--- src/rtl/pipe_stage_skid.sv ---
// Parametrised pipeline stage register: control + data bundles behind a valid/ready handshake,
// with an optional 2-entry skid buffer, synchronous flush and a saturating stall counter.
module pipe_stage_skid #(
    parameter int DATA_W = 32,
    parameter int CTRL_W = 8,
    parameter int SKID   = 1,
    parameter int CNT_W  = 16
) (
    input  logic              clk,
    input  logic              rst_n,
    input  logic              flush,
    input  logic              in_valid,
    output logic              in_ready,
    input  logic [CTRL_W-1:0] in_ctrl,
    input  logic [DATA_W-1:0] in_data,
    output logic              out_valid,
    input  logic              out_ready,
    output logic [CTRL_W-1:0] out_ctrl,
    output logic [DATA_W-1:0] out_data,
    output logic [CNT_W-1:0]  stall_cnt
);

    typedef enum logic [1:0] {
        ST_EMPTY = 2'd0,
        ST_FULL  = 2'd1,
        ST_SKID  = 2'd2
    } state_t;

    state_t            state_reg, state_next;
    logic [CTRL_W-1:0] main_ctrl_reg, main_ctrl_next;
    logic [DATA_W-1:0] main_data_reg, main_data_next;
    logic [CTRL_W-1:0] skid_ctrl_reg, skid_ctrl_next;
    logic [DATA_W-1:0] skid_data_reg, skid_data_next;
    logic [CNT_W-1:0]  stall_cnt_reg, stall_cnt_next;
    logic              in_fire;
    logic              out_fire;

    assign out_valid = (state_reg != ST_EMPTY);
    assign out_fire  = out_valid & out_ready;
    assign in_fire   = in_valid & in_ready;
    assign out_data  = main_data_reg;
    assign stall_cnt = stall_cnt_reg;

    // With the skid buffer, in_ready depends on registered state only, breaking the
    // combinational ready chain; without it, a full stage accepts only when draining.
    generate
        if (SKID != 0) begin : g_skid_ready
            assign in_ready = (state_reg != ST_SKID);
        end else begin : g_reg_ready
            assign in_ready = out_ready | ~out_valid;
        end
    endgenerate

    // Bubbles must never carry live control bits downstream.
    genvar gi;
    generate
        for (gi = 0; gi < CTRL_W; gi++) begin : g_ctrl_gate
            assign out_ctrl[gi] = out_valid & main_ctrl_reg[gi];
        end
    endgenerate

    always_comb begin
        state_next     = state_reg;
        main_ctrl_next = main_ctrl_reg;
        main_data_next = main_data_reg;
        skid_ctrl_next = skid_ctrl_reg;
        skid_data_next = skid_data_reg;
        stall_cnt_next = stall_cnt_reg;

        unique case (state_reg)
            ST_EMPTY: begin
                if (in_fire) begin
                    state_next     = ST_FULL;
                    main_ctrl_next = in_ctrl;
                    main_data_next = in_data;
                end
            end
            ST_FULL: begin
                if (in_fire && out_fire) begin
                    main_ctrl_next = in_ctrl;
                    main_data_next = in_data;
                end else if (in_fire) begin
                    // Only reachable with the skid buffer: the register stage never
                    // accepts while full and stalled.
                    state_next     = ST_SKID;
                    skid_ctrl_next = in_ctrl;
                    skid_data_next = in_data;
                end else if (out_fire) begin
                    state_next = ST_EMPTY;
                end
            end
            ST_SKID: begin
                if (out_fire) begin
                    state_next     = ST_FULL;
                    main_ctrl_next = skid_ctrl_reg;
                    main_data_next = skid_data_reg;
                end
            end
            default: state_next = ST_EMPTY;
        endcase

        // Flush drops every held beat (and any beat accepted this cycle); data is left
        // in place so out_data stays stable, only control is scrubbed.
        if (flush) begin
            state_next     = ST_EMPTY;
            main_ctrl_next = '0;
            skid_ctrl_next = '0;
            main_data_next = main_data_reg;
            skid_data_next = skid_data_reg;
        end

        if (out_valid && !out_ready && (stall_cnt_reg != {CNT_W{1'b1}})) begin
            stall_cnt_next = stall_cnt_reg + CNT_W'(1);
        end
    end

    always_ff @(posedge clk or negedge rst_n) begin
        if (!rst_n) begin
            state_reg     <= ST_EMPTY;
            main_ctrl_reg <= '0;
            main_data_reg <= '0;
            skid_ctrl_reg <= '0;
            skid_data_reg <= '0;
            stall_cnt_reg <= '0;
        end else begin
            state_reg     <= state_next;
            main_ctrl_reg <= main_ctrl_next;
            main_data_reg <= main_data_next;
            skid_ctrl_reg <= skid_ctrl_next;
            skid_data_reg <= skid_data_next;
            stall_cnt_reg <= stall_cnt_next;
        end
    end

endmodule

--- config.mk ---
export PLATFORM = sky130hd
export DESIGN_NAME = pipe_stage_skid
export DESIGN_NICKNAME = d
export VERILOG_FILES = /design/src/rtl/pipe_stage_skid.sv
export SDC_FILE = /design/constraint.sdc
export NUM_CORES = 1
export LEC_CHECK = 0
export ABC_AREA = 1
export CAP_MARGIN = 20
export CORE_UTILIZATION = 55
export CTS_CLUSTER_DIAMETER = 150
export DETAILED_ROUTE_END_ITERATION = 8
export GPL_ROUTABILITY_DRIVEN = 0
export PLACE_DENSITY = 0.88
export SLEW_MARGIN = 20
export SYNTH_ARGS = -nofsm -noshare
export SYNTH_HDL_FRONTEND = slang
export SYNTH_SLANG_ARGS = --single-unit
--- constraint.sdc ---
create_clock -name clk -period 3.2 [get_ports clk]
set_input_delay 0.32 -clock clk [delete_from_list [all_inputs] [get_ports clk]]
set_output_delay 0.32 -clock clk [all_outputs]
set_load 0.03 [all_outputs]
# After elaboration in Yosys (flattened, before gate mapping)
# Cells that the tools add are included.
[word_totals] ff_bits=98 input_bits=45 out_inout_bits=58 elab_cells=66
[classes] bitwise_logic=12 n_mux=19 n_eq_ne=13 n_reduce_logical=15 add_sub_neg=1
[ops] cell="$mux W32" count=3
[ops] cell="$pmux W32 S3" count=1
[ops] cell="$mux W8" count=7
[ops] cell="$pmux W8 S3" count=1
[ops] cell="$add A16 B1 Y16 const B" count=1
[ops] cell="$ne A16 B16 Y1 const B" count=1
[ops] cell="$mux W2" count=6
[ops] cell="$ne A3 B3 Y1 const B" count=4
[ops] cell="$reduce_and A4 Y1" count=3
[ops] cell="$and A1 B1 Y1" count=10
[ops] cell="$ne A2 B2 Y1 const B" count=5
[ops] cell="$pmux W2 S3" count=1
[ops] cell="$reduce_bool A2 Y1" count=3
[ops] cell="$reduce_and A5 Y1" count=1
[ops] cell="$ne A4 B4 Y1 const B" count=1
[ops] cell="$reduce_bool A4 Y1" count=1
[ops] cell="$logic_and A1 B1 Y1" count=3
[ops] cell="$reduce_and A3 Y1" count=1
[ops] cell="$reduce_bool A3 Y1" count=1
[ops] cell="$eq A2 B1 Y1 const B" count=1
[ops] cell="$eq A2 B2 Y1 const B" count=1
[ops] cell="$logic_not A2 Y1" count=1
[ops] cell="$not A1 Y1" count=2
[ops] cell="$logic_not A1 Y1" count=1

# Longest topological paths before layout
[depth] depth_word=7 mapped_depth=10 ltp_nobuf=9

# Worst setup path before layout
# No wires, ideal clock.
[synth_timing] path_kind="register to register" start="register stall_cnt_reg[0] (netlist: stall_cnt[0])" end="register stall_cnt_reg[0] (netlist: stall_cnt[0])" t_required_ns=3.134 slack_ns=1.437 period_less_slack_ns=1.763 stages_incl_launch_ff=9 arrival_ns=1.697 cell_sequence="dfrtp_1 -> ha_1 -> nand3_1 -> nor2_4 -> nand2_1 -> nand2_4 -> buf_4 -> nand2_1 -> nand2_1"
[synth_via] elab_chain_cells=2 elab_cells_between_ends=3 classes_between="1 x add/sub; 1 x eq/ne; 1 x reduce/logical"
[synth_rtl] item="from (decl)" line_no="34" text="logic [CNT_W-1:0] stall_cnt_reg, stall_cnt_next;"
[synth_rtl] item="from (signal assigned)" line_no="131" text="stall_cnt_reg <= stall_cnt_next;"
[synth_rtl] item="parallel branches: the longest is 2 deep, another holds $add A16 B1 Y16"
# Several ways; the timed one is not identified.
# A chain may end at the register's enable or synchronous reset.

# Worst setup path after layout
[layout_timing] start="register state_reg[0]" end="register skid_data_reg[3]"
[layout_via] elab_chain_cells=5 elab_cells_between_ends=8 classes_between="2 x eq/ne; 3 x bitwise; 3 x reduce/logical"
[layout_rtl] item="from (decl)" line_no="29" text="state_t state_reg, state_next;"
[layout_rtl] item="from (signal assigned)" line_no="126" text="state_reg <= state_next;"
[layout_rtl] item="$ne A2 B2 Y1 or $reduce_bool A2 Y1 (tied branches)" line_no="48, 38"
[layout_rtl] item="$and A1 B1 Y1 (on tied branches)" line_no="40, 39"
[layout_rtl] item="$logic_and A1 B1 Y1" line_no="79" text="if (in_fire && out_fire) begin"
[layout_rtl] item="$not A1 Y1 (no line)"
[layout_rtl] item="$reduce_and A4 Y1 (no line) (*)"
[layout_rtl] item="to (signal assigned)" line_no="130" text="skid_data_reg <= skid_data_next;"
[layout_rtl] item="to (decl)" line_no="33" text="logic [DATA_W-1:0] skid_data_reg, skid_data_next;"
# Mark *: on every way between the ends. The rest lies on a longest branch, timed or not.

==> impl_metrics.py <==
metrics = {
    "logic_synthesis": {
        "ys_seq_area_frac": 0.511,
        "synth-async-reset-ratio": 1.00,
        "synthesis.area_um2": 4790,
        "synth_fp_nets": 662,
        "synth_edf_count": 0,
        "syn_area_per_cell_um2": 7.78,
        "synth_ff_type": "dfrtp_1",
        "yosysWarningCount": 0,
        "ys_seq_elements": 98,
        "synthCells": 616,
        "synth_cell_types": 28,
    },
    "clocking": {
        "cts_tree": "built",
        "clk_pin_slew_ns": 0.10,
        "cts.repair.resized": 0,
        "cts_sinks": 98,
        "clockBufferDepth": 2,
        "post_cts_buffers": 0,
        "htree_levels": 3,
        "root_buffer": "clkbuf_8",
        "numCtsBuffers": 9,
        "clock_latency_ns": 0.36,
        "hold_buffers": 1,
    },
    "placement": {
        "portBuffers": 102,
        "post-place-cells": 803,
        "dp_hpwl_mm": 7.35,
    },
    "worst_setup_path": {
        "slowest_stage": "inv_2",
        "cp.required_ns": 3.47,
        "max_stage_delay_ns": 0.67,
        "path_max_fanout": 50,
        "start_kind": "flop",
        "worst_ep_arrival_time_ns": 2.79,
        "worstSetupPathType": "flop to flop",
        "end_kind": "flop",
        "worstPathCellList": "inv_1 -> nand2_4 -> nand2_1 -> inv_2 -> nand3_2 -> inv_2 -> nand2_1 -> o21ai_0",
    },
    "power": {
        "pwr-share-seq": 0.442,
        "peakVddDrop_mv": 0.401,
        "p_switching_uw": 1680,
        "p_per_area_nw_per_um2": 710,
        "p_comb_frac": 0.383,
        "clkPwrFrac": 0.175,
        "p_sw_frac": 0.392,
        "cellLeakagePower_uw": 0.00278,
        "p_int_uw": 2600,
    },
    "layout": {
        "fill_cells": 659,
        "final_common_cell": "nand2_1",
        "final_nets": 756,
        "drive_gt1_frac": 0.0476,
        "diodes": 0,
        "fin_cells": 820,
        "synthToLayoutAreaGrowth_pct": 25.5,
        "final_cell_mix": "nand2_1, o21ai_0, clkdlybuf4s50_1",
    },
    "timing": {
        "rsz0062_at_grt": "false",
        "slew_headroom": 0.525,
        "fin_crit_sh": 0.787,
        "setup_viol": 0,
        "fmax_mhz": 397,
        "clock_skew_ns": 0.0102,
        "worst_pin_slew_ns": 0.712,
        "period_needed_ns": 2.52,
        "setup_tns_ns": 0,
        "slew_violations": 0,
        "hold_violations": 0,
    },
    "floorplan": {
        "ioPinCount": 103,
        "start_util": 0.575,
        "die_area_um2": 9090,
        "die_x_um": 95.4,
        "die_h_um": 95.4,
        "rows": 33,
        "fp.coreArea_um2": 8340,
    },
    "detailed_routing": {
        "vias": 4198,
        "drt-total-wl_mm": 10.3,
        "viasPerCell": 5.12,
        "dr.pass1.iters": 4,
        "drc_errors": 0,
        "drt_iter0_markers": 210,
        "wire_per_inst_um": 12.6,
        "ant_nets": 0,
    },
    "grt": {
        "overflow": 0,
        "grt_pass1_vias": 3970,
        "grt_first_pass_wirelength_mm": 17.6,
        "grt_max_degree": 65,
        "antenna_found_initial": 0,
        "grt_usage": 0.248,
    },
    "min_path": {
        "min_path_type": "input pin to asynchronous set/reset pin",
    },
    "job": {
        "max_cap_violations": 0,
    },
    "status": {
        "status": "finished, final reports clean",
    },
}
-- cell type report --
| type | count | area (um2) | area share |
|---|---|---|---|
| clock buffers | 11 | 141 | 0.0235 |
| flip-flops and latches | 98 | 2450 | 0.408 |
| well taps | 105 | 131 | 0.0218 |
| inverters | 102 | 383 | 0.0636 |
| multi-input cells | 391 | 1800 | 0.300 |
| clock inverters | 5 | 40.0 | 0.00666 |
| repair buffers | 108 | 1070 | 0.177 |
-- cells in the mapped netlist (4+ instances only) --
cell	number	share of area
nand2_1	200	0.16
o21ai_0	104	0.11
inv_1	100	0.078
dfrtp_1	98	0.51
nor2_1	28	0.022
nand3_1	12	0.013
o21ai_1	12	0.013
nand4_1	8	0.010
o211ai_1	8	0.013
buf_4	7	0.011
buf_2	6	0.0063
clkbuf_1	6	0.0047
xnor2_1	6	0.011
buf_6	4	0.0094
-- worst paths after layout --
check,start,endpoint,slack [ns],cells past startpoint
setup / recovery,state_reg[0]$_DFFE_PN0P_,skid_data_reg[3]$_DFFE_PN0P_,0.68,8
hold / removal,rst_n,main_ctrl_reg[0]$_DFFE_PN0P_,0.49,2
hold reg to reg,skid_data_reg[30]$_DFFE_PN0P_,skid_data_reg[30]$_DFFE_PN0P_,0.49,2
max in group asynchronous,rst_n,stall_cnt[15]$_DFFE_PN0P_,1.88,3
setup reg to reg,state_reg[0]$_DFFE_PN0P_,skid_data_reg[3]$_DFFE_PN0P_,0.68,8
min in group clk,skid_data_reg[30]$_DFFE_PN0P_,skid_data_reg[30]$_DFFE_PN0P_,0.49,2
-- cells by family after synthesis --
group / share of synthesized area
compound gates: 0.144
xor+xnor: 0.0110
fa+ha+maj: 0.00261
buf+inv: 0.113
flops: 0.511
simple gates: 0.217
-- per-layer routing --
metal	routed length, um	track usage
met5	0	0
met4	202	0.0859
met3	718	0.0598
met2	4860	0.405
met1	4540	0.322
-- stage by stage --
stage	instance area, um2	utilization	hold WS, ns	power, uW	worst slack (ns)
6_report	6020	0.721	0.488	4270	0.681
5_1_grt	6020	0.721	0.521	4540	0.385
4_1_cts	6020	0.721	0.500	4300	0.666
3_5_place_dp	5820	0.698	0.361	3540	0.681
3_3_place_gp	5820	0.698	0.352	3460	0.858
2_1_floorplan	4790	-	0.0244	2880	1.44
-- critical path: cells and delay by family (launching register included) --
| family | cells | cell delay [ns] |
|---|---|---|
| buffers and inverters | 3 | 0.88 |
| AND/OR/NAND/NOR | 4 | 0.92 |
| flip-flops | 1 | 0.47 |
| AO/OA/AOI/OAI | 1 | 0.13 |
-- power by group through the flow --
stage,clock network (uW),logic (uW),registers [uW]
after floorplan,0,669,2210
after global placement,0,1580,1880
after detailed placement,0,1640,1900
after CTS,764,1650,1880
after global routing,804,1800,1930
final,748,1640,1890
Note: power is estimated with default switching activity, not from simulation.
